File: src/rtl/dadda_pkg.sv
// dadda_pkg: shared types and helpers for the pipelined Dadda multiplier.
//   dadda_heights(width) - Dadda target heights d_j (2, 3, 4, 6, 9, ...),
//                          ascending, keeping only d_j < width; unused
//                          entries are zero.
//   num_stages(width)    - number of reduction stages for a width x width
//                          multiply (count of non-zero dadda_heights).
//   ha / fa              - half / full adder cells, returning {carry, sum}.
//   approx_product       - golden model of the approximate product, for
//                          reuse by benches and reference checks.
package dadda_pkg;

  localparam int MAX_STAGES = 16;

  typedef logic [MAX_STAGES-1:0][7:0] dheights_t;

  function automatic dheights_t dadda_heights(input int width);
    dheights_t d;
    int cur;
    d   = '0;
    cur = 2;
    for (int i = 0; i < MAX_STAGES; i++) begin
      if (cur < width) begin
        d[i] = 8'(cur);
      end
      cur = (cur * 3) / 2;
    end
    return d;
  endfunction

  function automatic int num_stages(input int width);
    int cur;
    int n;
    cur = 2;
    n   = 0;
    for (int i = 0; i < MAX_STAGES; i++) begin
      if (cur < width) begin
        n++;
      end
      cur = (cur * 3) / 2;
    end
    return n;
  endfunction

  function automatic logic [1:0] ha(input logic x, input logic y);
    return {x & y, x ^ y};
  endfunction

  function automatic logic [1:0] fa(input logic x, input logic y, input logic z);
    return {(x & y) | (x & z) | (y & z), x ^ y ^ z};
  endfunction

  // Columns below k contribute only the OR of their bits; the rest add up
  // their full popcount.
  function automatic logic [63:0] approx_product(input logic [31:0] a,
                                                 input logic [31:0] b,
                                                 input int width,
                                                 input int k);
    logic [63:0] res;
    int cnt;
    res = '0;
    for (int c = 0; c < 2 * width; c++) begin
      cnt = 0;
      for (int i = 0; i < width; i++) begin
        if (c - i >= 0 && c - i < width) begin
          cnt += int'(a[c-i] & b[i]);
        end
      end
      if (c < k) begin
        res += 64'(cnt != 0) << c;
      end else begin
        res += 64'(cnt) << c;
      end
    end
    return res;
  endfunction

endpackage

File: src/rtl/dadda_reduce.sv
// dadda_reduce: combinational Dadda reduction of a WIDTH x WIDTH partial
// product matrix down to two rows.
//   pp     in  WIDTH x WIDTH  pp[i][j] = a[j] & b[i], weight 2^(i+j)
//   approx in  1              approximate the low APPROX_COLS columns
//   row0   out 2*WIDTH        first reduced row
//   row1   out 2*WIDTH        second reduced row (row0 + row1 = product)
// In approx mode the low columns are removed from the tree (their bits are
// forced to 0, so they produce and absorb no carries) and their OR is placed
// directly on row0 with row1 held at 0 there, so the final adder cannot
// carry through them either.
module dadda_reduce
  import dadda_pkg::*;
#(
  parameter int WIDTH       = 8,
  parameter int APPROX_COLS = 4
) (
  input  logic [WIDTH-1:0][WIDTH-1:0] pp,
  input  logic                        approx,
  output logic [2*WIDTH-1:0]          row0,
  output logic [2*WIDTH-1:0]          row1
);

  localparam int NC         = 2 * WIDTH;
  localparam int CAP        = 2 * WIDTH;
  localparam int NUM_STAGES = num_stages(WIDTH);
  localparam dheights_t D   = dadda_heights(WIDTH);

  logic [NC-1:0] or_col;
  logic [NC-1:0] approx_mask;

  for (genvar gi = 0; gi < NC; gi++) begin : g_mask
    assign approx_mask[gi] = approx && (gi < APPROX_COLS);
  end

  always_comb begin
    or_col = '0;
    for (int i = 0; i < WIDTH; i++) begin
      for (int j = 0; j < WIDTH; j++) begin
        or_col[i+j] = or_col[i+j] | pp[i][j];
      end
    end
  end

  // Heights and bit positions depend only on WIDTH, so every index below
  // folds to a constant once the loops are unrolled.
  always_comb begin : tree
    logic [CAP-1:0] col [NC];
    logic [CAP-1:0] nxt [NC];
    int             h   [NC];
    int             nh  [NC];
    int             idx;
    int             d;
    logic [1:0]     cs;

    for (int c = 0; c < NC; c++) begin
      col[c] = '0;
      nxt[c] = '0;
      h[c]   = 0;
      nh[c]  = 0;
    end
    idx  = 0;
    d    = 0;
    cs   = '0;
    row0 = '0;
    row1 = '0;

    for (int i = 0; i < WIDTH; i++) begin
      for (int j = 0; j < WIDTH; j++) begin
        col[i+j][h[i+j]] = pp[i][j] & ~approx_mask[i+j];
        h[i+j]           = h[i+j] + 1;
      end
    end

    for (int s = NUM_STAGES - 1; s >= 0; s--) begin
      d = int'(D[s]);
      for (int c = 0; c < NC; c++) begin
        nxt[c] = '0;
        nh[c]  = 0;
      end
      for (int c = 0; c < NC; c++) begin
        idx = 0;
        // Carries already landed in nxt[c] from column c-1 count toward the
        // target height; use a HA when one bit of reduction is enough.
        for (int r = 0; r < WIDTH; r++) begin
          if (h[c] - idx + nh[c] > d) begin
            if (h[c] - idx + nh[c] == d + 1) begin
              cs  = ha(col[c][idx], col[c][idx+1]);
              idx = idx + 2;
            end else begin
              cs  = fa(col[c][idx], col[c][idx+1], col[c][idx+2]);
              idx = idx + 3;
            end
            nxt[c][nh[c]] = cs[0];
            nh[c]         = nh[c] + 1;
            if (c + 1 < NC) begin
              nxt[c+1][nh[c+1]] = cs[1];
              nh[c+1]           = nh[c+1] + 1;
            end
          end
        end
        for (int k = 0; k < CAP; k++) begin
          if (k >= idx && k < h[c]) begin
            nxt[c][nh[c]] = col[c][k];
            nh[c]         = nh[c] + 1;
          end
        end
      end
      for (int c = 0; c < NC; c++) begin
        col[c] = nxt[c];
        h[c]   = nh[c];
      end
    end

    for (int c = 0; c < NC; c++) begin
      row0[c] = (h[c] >= 1) ? col[c][0] : 1'b0;
      row1[c] = (h[c] >= 2) ? col[c][1] : 1'b0;
      if (approx_mask[c]) begin
        row0[c] = or_col[c];
        row1[c] = 1'b0;
      end
    end
  end

endmodule

File: src/rtl/dadda_mul_pipe.sv
// dadda_mul_pipe: three-stage pipelined WIDTH x WIDTH Dadda multiplier with
// per-transaction exact/approximate mode and valid/ready on both sides.
//   clk, rst            clock, synchronous active-high reset
//   in_valid/in_ready   operand handshake; in1, in2 unsigned operands,
//                       approx selects approximate mode, in_tag sideband
//   out_valid/out_ready result handshake; out product, overflow when the
//                       upper WIDTH bits are non-zero, out_tag, out_approx
// Stage 1 holds operands, stage 2 the two reduced rows, stage 3 the final
// carry-lookahead sum. The whole pipe advances together whenever the output
// register is empty or being drained; otherwise every stage holds.
module dadda_mul_pipe
  import dadda_pkg::*;
#(
  parameter int WIDTH       = 8,
  parameter int APPROX_COLS = 4,
  parameter int TAG_W       = 4
) (
  input  logic               clk,
  input  logic               rst,
  input  logic               in_valid,
  output logic               in_ready,
  input  logic [WIDTH-1:0]   in1,
  input  logic [WIDTH-1:0]   in2,
  input  logic               approx,
  input  logic [TAG_W-1:0]   in_tag,
  output logic               out_valid,
  input  logic               out_ready,
  output logic [2*WIDTH-1:0] out,
  output logic               overflow,
  output logic [TAG_W-1:0]   out_tag,
  output logic               out_approx
);

  localparam int PW = 2 * WIDTH;
  localparam int NG = PW / 4;

  logic advance;
  assign advance  = !out_valid || out_ready;
  assign in_ready = advance;

  // Stage 1: operands
  logic             s1_valid_reg;
  logic [WIDTH-1:0] s1_a_reg;
  logic [WIDTH-1:0] s1_b_reg;
  logic             s1_approx_reg;
  logic [TAG_W-1:0] s1_tag_reg;

  always_ff @(posedge clk) begin
    if (rst) begin
      s1_valid_reg <= 1'b0;
    end else if (advance) begin
      s1_valid_reg <= in_valid;
    end
  end

  always_ff @(posedge clk) begin
    if (advance) begin
      s1_a_reg      <= in1;
      s1_b_reg      <= in2;
      s1_approx_reg <= approx;
      s1_tag_reg    <= in_tag;
    end
  end

  logic [WIDTH-1:0][WIDTH-1:0] pp;

  for (genvar gi = 0; gi < WIDTH; gi++) begin : g_pp_row
    for (genvar gj = 0; gj < WIDTH; gj++) begin : g_pp_col
      assign pp[gi][gj] = s1_a_reg[gj] & s1_b_reg[gi];
    end
  end

  logic [PW-1:0] row0_next;
  logic [PW-1:0] row1_next;

  dadda_reduce #(
    .WIDTH       (WIDTH),
    .APPROX_COLS (APPROX_COLS)
  ) u_reduce (
    .pp     (pp),
    .approx (s1_approx_reg),
    .row0   (row0_next),
    .row1   (row1_next)
  );

  // Stage 2: reduced rows
  logic             s2_valid_reg;
  logic [PW-1:0]    s2_row0_reg;
  logic [PW-1:0]    s2_row1_reg;
  logic             s2_approx_reg;
  logic [TAG_W-1:0] s2_tag_reg;

  always_ff @(posedge clk) begin
    if (rst) begin
      s2_valid_reg <= 1'b0;
    end else if (advance) begin
      s2_valid_reg <= s1_valid_reg;
    end
  end

  always_ff @(posedge clk) begin
    if (advance) begin
      s2_row0_reg   <= row0_next;
      s2_row1_reg   <= row1_next;
      s2_approx_reg <= s1_approx_reg;
      s2_tag_reg    <= s1_tag_reg;
    end
  end

  // Final adder: 4-bit CLA groups, group carries from a second lookahead
  // level rather than rippling group to group.
  logic [PW-1:0] p_bit;
  logic [PW-1:0] g_bit;
  logic [PW-1:0] bit_c;
  logic [PW-1:0] sum_next;
  logic [NG-1:0] grp_g;
  logic [NG-1:0] grp_p;
  logic [NG:0]   grp_c;
  logic          unused_carry;

  assign p_bit        = s2_row0_reg ^ s2_row1_reg;
  assign g_bit        = s2_row0_reg & s2_row1_reg;
  assign unused_carry = grp_c[NG];

  for (genvar gi = 0; gi < NG; gi++) begin : g_cla
    localparam int B = 4 * gi;
    assign grp_g[gi] = g_bit[B+3]
                     | (p_bit[B+3] & g_bit[B+2])
                     | (p_bit[B+3] & p_bit[B+2] & g_bit[B+1])
                     | (p_bit[B+3] & p_bit[B+2] & p_bit[B+1] & g_bit[B]);
    assign grp_p[gi] = &p_bit[B+3:B];
    assign bit_c[B]   = grp_c[gi];
    assign bit_c[B+1] = g_bit[B] | (p_bit[B] & grp_c[gi]);
    assign bit_c[B+2] = g_bit[B+1] | (p_bit[B+1] & g_bit[B])
                      | (p_bit[B+1] & p_bit[B] & grp_c[gi]);
    assign bit_c[B+3] = g_bit[B+2] | (p_bit[B+2] & g_bit[B+1])
                      | (p_bit[B+2] & p_bit[B+1] & g_bit[B])
                      | (p_bit[B+2] & p_bit[B+1] & p_bit[B] & grp_c[gi]);
    assign sum_next[B+3:B] = p_bit[B+3:B] ^ bit_c[B+3:B];
  end

  always_comb begin
    logic term;
    term  = 1'b0;
    grp_c = '0;
    for (int g = 1; g <= NG; g++) begin
      for (int k = 0; k < g; k++) begin
        term = grp_g[k];
        for (int m = k + 1; m < g; m++) begin
          term = term & grp_p[m];
        end
        grp_c[g] = grp_c[g] | term;
      end
    end
  end

  // Stage 3: result register, drives the outputs directly
  always_ff @(posedge clk) begin
    if (rst) begin
      out_valid  <= 1'b0;
      out        <= '0;
      overflow   <= 1'b0;
      out_tag    <= '0;
      out_approx <= 1'b0;
    end else if (advance) begin
      out_valid  <= s2_valid_reg;
      out        <= sum_next;
      overflow   <= |sum_next[PW-1:WIDTH];
      out_tag    <= s2_tag_reg;
      out_approx <= s2_approx_reg;
    end
  end

endmodule
File: config.mk
export PLATFORM = sky130hd
export DESIGN_NAME = dadda_mul_pipe
export DESIGN_NICKNAME = d
export VERILOG_FILES = /design/src/rtl/dadda_pkg.sv /design/src/rtl/dadda_reduce.sv /design/src/rtl/dadda_mul_pipe.sv
export SDC_FILE = /design/constraint.sdc
export NUM_CORES = 1
export LEC_CHECK = 0
export ABC_CLOCK_PERIOD_IN_PS = 9400
export BUFFER_PORTS_ARGS = -buffer_cell sky130_fd_sc_hd__buf_2
export CORE_MARGIN = 3
export CORE_UTILIZATION = 40
export CTS_BUF_LIST = sky130_fd_sc_hd__clkbuf_8
export DETAILED_ROUTE_END_ITERATION = 8
export GPL_TIMING_DRIVEN = 1
export PLACE_DENSITY = 0.62
export RECOVER_POWER = 25
export SLEW_MARGIN = 20
export SYNTH_ARGS = -nofsm -noshare
export SYNTH_HDL_FRONTEND = slang
export SYNTH_SLANG_ARGS = --single-unit
File: constraint.sdc
create_clock -name clk -period 9.4 [get_ports clk]
set_clock_uncertainty 0.1 [all_clocks]
set_input_delay 1.88 -clock clk [delete_from_list [all_inputs] [get_ports clk]]
set_output_delay 1.88 -clock clk [all_outputs]
set_load 0.05 [all_outputs]
## Word level (Yosys, flattened, before mapping)

Index checks and enable logic that the tools add are counted.
W data, S select, Z words.

- Muxes and demuxes: 4
- Reductions and logical operators: 5
- Bitwise operators: 428

Operators by type and width:

| cell | number |
|---|---|
| $and A1 B1 Y1 | 235 |
| $or A1 B1 Y1 | 109 |
| $xor A1 B1 Y1 | 77 |
| $and A15 B15 Y15 | 1 |
| $xor A15 B15 Y15 | 1 |
| $xor A4 B4 Y4 | 3 |
| $reduce_and A4 Y1 | 2 |
| $reduce_or A8 Y1 | 1 |
| $mux W1 | 4 |
| $xor A3 B4 Y4 | 1 |
| $logic_not A1 Y1 | 1 |
| $logic_or A1 B1 Y1 | 1 |
| $not A1 Y1 | 1 |

- Flip-flop bits (word level): 80

## Logic depth before layout (Yosys ltp)

Gate-level depths: netlist of run 1.

- Word-level depth: 13
- Depth in mapped cells: 11

## Modules after synthesis

A second synthesis of run 1 with hierarchy kept.

- Cell total of the unflattened synthesis: 427
- Area total of the unflattened synthesis: 4820.9 um^2

Modules (own cells, without submodules):

| module | cells an instance | area an instance (um^2) | instances |
|---|---|---|---|
| dadda_mul_pipe | 301 | 3638.5 | 1 |
| dadda_reduce | 126 | 1182.4 | 1 |

## Worst setup path before layout of run 1

No wires, ideal clock.

- Kind: input port to output port
- Start point: in out_ready
- End point: out in_ready
- Stages on the path: 4
- Data required time: 7420 ps
- Arrival time: 2756 ps
- Slack: 4664 ps
- Cell sequence: and2b_2 > buf_6 > clkinv_1 > clkbuf_8

- Longest elaborated chain between the ends: 1

RTL lines:

| element | line | text |
|---|---|---|
| start: declaration | dadda_mul_pipe.sv:27 | `input logic out_ready,` |
| $logic_or A1 B1 Y1 | dadda_mul_pipe.sv:38 | `assign advance = !out_valid \|\| out_ready;` |
| end: declaration | dadda_mul_pipe.sv:21 | `output logic in_ready,` |

No other way between the ends.

## Worst setup path in the final report of run 1

Same ends and word-level chain as after synthesis.

==> impl_metrics.json, run 1 <==
{
  "rows": 38,
  "track_usage_pct": 13.3,
  "run_status": "finished clean",
  "hold_path_class": "register to register",
  "root_buffer": "clkbuf_8",
  "grt_max_degree": 82,
  "cp-start-kind": "input pin",
  "synth_common_cells": "nand2_1 (60), edfxtp_1 (55), inv_1 (40)",
  "die_h_um": 112,
  "drive_gt1_share_pct": 17.0,
  "ant_nets": 0,
  "power_frac_seq_pct": 40.3,
  "gr-total-overflow": 0,
  "slowest_delay_ns": 0.73,
  "holdWs_ns": 0.310,
  "io_pins": 49,
  "drc": 0,
  "viasPerCell": 4.86,
  "wl_per_cell_um": 13.5,
  "switching_share_pct": 36.1,
  "worst_slew_pin_slew_ns": 0.916,
  "setup-violations-final": 0,
  "wirelength_um": 7760,
  "endpoint_kind": "primary output",
  "yosysMostFrequentCell": "nand2_1",
  "post-cts-setup-buffers": 0,
  "clk_path_buf_depth": 2,
  "grt_setup_unrepaired": "false",
  "grt_pass1_vias": 2855,
  "grt_pass1_wl_um": 13600,
  "power_density_nw_per_um2": 242,
  "critPathTopFamily": "simple AND/OR/NAND/NOR gates",
  "syn_area_per_cell_sq_um": 11.7,
  "worstPathArrival_ns": 3.11,
  "core_area_sq_um": 10900,
  "max_cap_viol_count": 0,
  "initial_core_util_pct": 41.2,
  "synth-main-ff-cell": "edfxtp_1",
  "switchingPower_w": 0.000441,
  "drt_iter0_drc": 150,
  "nets": 515,
  "dp_hpwl_um": 5660,
  "cts.sinks": 80,
  "clkSlewWorstSetupHoldPaths_ns": 0.09,
  "synth_edf_count": 55,
  "numCtsBuffers": 9,
  "internal-power_w": 0.000780,
  "worst-setup-path-type": "input pin to primary output",
  "max_freq_mhz": 197,
  "ctsResizeCount": 0,
  "die_w_um": 112,
  "final.setup.tns_ns": 0,
  "critPathBufInv": 3,
  "n_fill_cell": 1006,
  "p_leak_nw": 2.25,
  "area.sequential_sq_um": 2150,
  "clk_latency_ns": 0.35,
  "fin_crit_ns": 5.09,
  "cp.required_ns": 7.42,
  "vdd_drop_max_mv": 0.132,
  "die-area_sq_um": 12500,
  "hold_buffers": 0,
  "critical_path.cell_chain": "buf_2 -> and2b_1 -> inv_2 -> buf_2",
  "yosysUniqueCellTypes": 46,
  "pwr-share-clk_pct": 23.6,
  "min_period_over_period_pct": 54.1,
  "cts_tree": "yes",
  "cp_common_cell": "buf_2",
  "multi_input_area_sq_um": 2100,
  "largest_reg_flops": 16,
  "maxSlewViolCount": 0,
  "vias": 2792,
  "synth.top_cell.area_share_pct": 36.8,
  "dr.pass1.iters": 4,
  "hold_viol_final": 0,
  "area_growth_syn_to_layout_pct": 12.7,
  "synth_nets": 469,
  "antennaDiodeCount": 0,
  "maxSlewHeadroom_pct": 38.9,
  "ys_seq_elements": 80,
  "place_congestion": 0.789,
  "yosys-top-cells-area": "edfxtp_1 (37%), fa_1 (17%), dfxtp_1 (11%)",
  "comb_power_share_pct": 36.1,
  "cp_max_fo": 26,
  "netlist_area_sq_um": 4480,
  "yosysWarningCount": 0,
  "async_flop_share_pct": 0,
  "grt_antenna_before_repair": 0,
  "syn_inst": 384,
  "ys_seq_area_share_pct": 48.0,
  "synth_top_area_cell": "edfxtp_1",
  "htreeDepth": 3,
  "cp_slowest_cell": "and2b_1",
  "io_buffers": 48
}
placed cells by master, fill, tap and decap left out, drive strengths merged, types with 2 or more instances in the layout:
cell | Yosys | routed
o21bai | 2 | 2
and2b | 2 | 2
inv | 40 | 45
ha | 21 | 21
nor3 | 3 | 3
nor2b | 2 | 2
xnor2 | 4 | 4
clkbuf | 13 | 10
bufinv | 0 | 2
edfxtp | 55 | 55
o21ai | 6 | 6
a211oi | 4 | 4
nor2 | 16 | 16
buf | 1 | 49
a21o | 3 | 3
nor4b | 3 | 3
and2 | 32 | 32
nand4 | 3 | 3
and3b | 4 | 4
fa | 39 | 39
a21oi | 25 | 25
nand2 | 60 | 60
dfxtp | 25 | 25
or4 | 2 | 2
nand3 | 3 | 3
xor2 | 2 | 2
layer usage:
metal,wire (um),track usage [%]
met5,0,0
met1,3730,18.4
met2,3550,20.3
met4,78,3.81
met3,401,4.29
final cells by class:
| class | count | share of cell area [%] |
|---|---|---|
| multi-input combinational | 249 | 41.5 |
| clock buffer | 10 | 2.72 |
| inverter | 41 | 3.05 |
| sequential | 80 | 42.6 |
| clock inverter | 6 | 1.78 |
| tap | 140 | 3.47 |
| timing repair buffer | 49 | 4.90 |
worst register-to-register path, delay by kind of cell (launching register included):
family	cells	cell delay, ns
fa+ha+maj	4	1.99
buf+inv	2	0.11
flops	1	0.54
simple gates	1	0.22
stage by stage:
step           power [W]  worst slack [ns]  utilization, %  std cells  cell area (sq um)
3_3_place_gp    0.000930              4.59            44.3        559               4830
3_5_place_dp    0.000944              4.58            44.3        559               4830
2_1_floorplan   0.000839              4.66               -        384               4480
4_1_cts          0.00124              4.58            46.4        575               5050
6_report         0.00122              4.31            46.4        575               5050
5_1_grt          0.00131              4.19            46.4        575               5050
logic make-up (layout without fill, tap and decap cells):
family	Yosys count	after routing	share of synthesized area, %
and+or+nand+nor	134	134	15.0
DFF	80	80	48.0
adders and majority gates	60	60	23.3
buffers and inverters	55	106	5.22
AOI/OAI and AO/OA	48	48	7.14
xor gates and xnor gates	6	6	1.17
muxes	1	1	0.223
power by group through the flow:
stage | Combinational (W) | Clock (W) | Sequential, W
6_report | 0.000441 | 0.000288 | 0.000492
5_1_grt | 0.000498 | 0.000312 | 0.000502
4_1_cts | 0.000447 | 0.000298 | 0.000493
3_5_place_dp | 0.000443 | 0 | 0.000501
3_3_place_gp | 0.000431 | 0 | 0.000499
2_1_floorplan | 0.000269 | 0 | 0.000570
final timing paths:
check | startpoint | to | slack (ns) | depth (start not counted)
hold reg to reg | s1_tag_reg[3]$_DFFE_PP_ | s2_tag_reg[3]$_DFFE_PP_ | 0.31 | 0
setup reg to reg | s1_b_reg[2]$_DFFE_PP_ | s2_row1_reg[9]$_DFFE_PP_ | 6.18 | 7
setup / recovery | out_ready | in_ready | 4.31 | 4
hold / removal | s1_tag_reg[3]$_DFFE_PP_ | s2_tag_reg[3]$_DFFE_PP_ | 0.31 | 0
Note: power is estimated with default switching activity, not from simulation.
==> run 2, diff against run 1 <==
--- a/config.mk
+++ b/config.mk
@@ -5,7 +5,8 @@
 export SDC_FILE = /design/constraint.sdc
 export NUM_CORES = 1
 export LEC_CHECK = 0
-export ABC_CLOCK_PERIOD_IN_PS = 9400
+export ABC_AREA = 1
+export ABC_CLOCK_PERIOD_IN_PS = 5000
 export BUFFER_PORTS_ARGS = -buffer_cell sky130_fd_sc_hd__buf_2
 export CORE_MARGIN = 3
 export CORE_UTILIZATION = 40
==> constraint.sdc (replaced) <==
create_clock -name clk -period 5 [get_ports clk]
set_clock_uncertainty 0.1 [all_clocks]
set_input_delay 1 -clock clk [delete_from_list [all_inputs] [get_ports clk]]
set_output_delay 1 -clock clk [all_outputs]
set_load 0.05 [all_outputs]
==> impl_metrics.json, run 2 <==
{
  "run_status": "finished clean",
  "cp.required_ns": 5.00,
  "final_common_cell": "inv_1",
  "gr-total-overflow": 0,
  "ant_nets": 0,
  "io_pins": 49,
  "ctsResizeCount": 0,
  "cp_common_cell": "fa_1",
  "hold_viol_final": 0,
  "final.setup.tns_ns": 0,
  "ys_seq_area_share_pct": 47.1,
  "yosysUniqueCellTypes": 27,
  "syn_area_per_cell_sq_um": 9.92,
  "root_buffer": "clkbuf_8",
  "synth_edf_count": 55,
  "layout_common_cells": "inv_1 (98), nand2_1 (94), edfxtp_1 (55)",
  "r2r-start": "s1_a_reg[7]$_DFFE_PP_",
  "slowest_delay_ns": 0.52,
  "hold_buffers": 0,
  "vdd_drop_max_mv": 0.257,
  "cts.sinks": 80,
  "min_period_over_period_pct": 62.7,
  "grt_pass1_wl_um": 13900,
  "synth_nets": 545,
  "cp_max_fo": 8,
  "yosys-top-cells-area": "edfxtp_1 (36%), fa_1 (17%), dfxtp_1 (11%)",
  "max_freq_mhz": 319,
  "die_h_um": 113,
  "area_growth_syn_to_layout_pct": 11.2,
  "cts_tree": "yes",
  "drive_gt1_share_pct": 13.9,
  "ys_seq_elements": 80,
  "htreeDepth": 3,
  "worst_slew_pin_slew_ns": 0.927,
  "multi_input_area_sq_um": 1950,
  "critPathTopFamily": "adder cells",
  "clk_latency_ns": 0.36,
  "worst-setup-path-type": "register to register",
  "viasPerCell": 4.54,
  "cp-start-kind": "register",
  "holdWs_ns": 0.321,
  "wl_per_cell_um": 12.3,
  "critPathBufInv": 3,
  "grt_max_degree": 87,
  "netlist_area_sq_um": 4560,
  "power_density_nw_per_um2": 446,
  "grt_pass1_vias": 2956,
  "die_w_um": 113,
  "yosysMostFrequentCell": "inv_1",
  "numCtsBuffers": 9,
  "critical_path.cell_chain": "nand2_1 -> inv_1 -> fa_1 -> fa_1 -> inv_1 -> fa_1 -> inv_1 -> fa_1",
  "initial_core_util_pct": 41.6,
  "n_fill_cell": 1046,
  "largest_reg_flops": 16,
  "syn_inst": 460,
  "max_cap_viol_count": 0,
  "nets": 582,
  "hold_path_class": "register to register",
  "synth_common_cells": "inv_1 (96), nand2_1 (94), edfxtp_1 (55)",
  "track_usage_pct": 13.7,
  "maxSlewViolCount": 0,
  "antennaDiodeCount": 0,
  "vias": 2912,
  "dr.pass1.iters": 4,
  "yosysWarningCount": 0,
  "wirelength_um": 7900,
  "drt_iter0_drc": 135,
  "p_total_w": 0.00226,
  "post-cts-setup-buffers": 0,
  "place_congestion": 0.846,
  "utilization_pct": 46.2,
  "reg2reg_slack_ns": 1.86,
  "hold_start": "s1_tag_reg[0]$_DFFE_PP_",
  "grt_setup_unrepaired": "false",
  "fin_crit_ns": 3.14,
  "p_leak_nw": 2.59,
  "worstPathArrival_ns": 3.14,
  "core_area_sq_um": 11000,
  "drc": 0,
  "setup-violations-final": 0,
  "clkSlewWorstSetupHoldPaths_ns": 0.07,
  "cp_slowest_cell": "fa_1",
  "maxSlewHeadroom_pct": 38.2,
  "die-area_sq_um": 12700,
  "async_flop_share_pct": 0,
  "endpoint_kind": "register",
  "crit_path_start": "s1_a_reg[7]$_DFFE_PP_",
  "area.sequential_sq_um": 2150,
  "synth.top_cell.area_share_pct": 36.2,
  "clk_path_buf_depth": 2,
  "dp_hpwl_um": 5990,
  "rows": 38,
  "synth_top_area_cell": "edfxtp_1",
  "io_buffers": 48,
  "grt_antenna_before_repair": 0,
  "synth-main-ff-cell": "edfxtp_1"
}
-- run 2: worst paths after layout --
kind,endpoint,cells after the start
worst max-delay path,s2_row1_reg[9]$_DFFE_PP_,8
worst min-delay path,s2_tag_reg[0]$_DFFE_PP_,0
worst max register to register,s2_row1_reg[9]$_DFFE_PP_,8
worst min register to register,s2_tag_reg[0]$_DFFE_PP_,0
-- run 2: routing by layer --
metal  global-route usage, %  up-vias  share of wire (%)
li1                        -     1482                  -
met2                    20.5       69                 44
met3                    4.22       13                5.4
met4                    4.89        0                1.9
met5                       0        -                  0
met1                    18.9     1348                 49
-- run 2: report_power, final --
part           total, W  internal [W]  switching [W]
Combinational  0.000870      0.000300       0.000570
Clock          0.000460      0.000238       0.000222
Sequential     0.000934      0.000863      0.0000701
-- run 2: kinds of logic after synthesis --
kind of cell	after synthesis	synth area share [%]
compound gates	46	5.51
xor+xnor	5	0.960
fa+ha+maj	60	22.9
buf+inv	120	10.1
flops	80	47.1
simple gates	149	13.5
-- run 2: final cells by class --
class	instances	share of cell area, %
clock buffer	10	2.71
clock inverter	6	1.04
inverter	97	7.17
multi-input combinational	260	38.5
sequential	80	42.4
tap	140	3.45
timing repair buffer	49	4.76
-- run 2: metrics by stage --
stage | setup slack [ns] | area [sq um] | instances
after detailed placement | 1.88 | 4890 | 626
after floorplan | 1.78 | 4560 | 460
after CTS | 1.86 | 5080 | 642
final | 1.86 | 5080 | 642
after global placement | 1.91 | 4890 | 626
after global routing | 1.73 | 5080 | 642
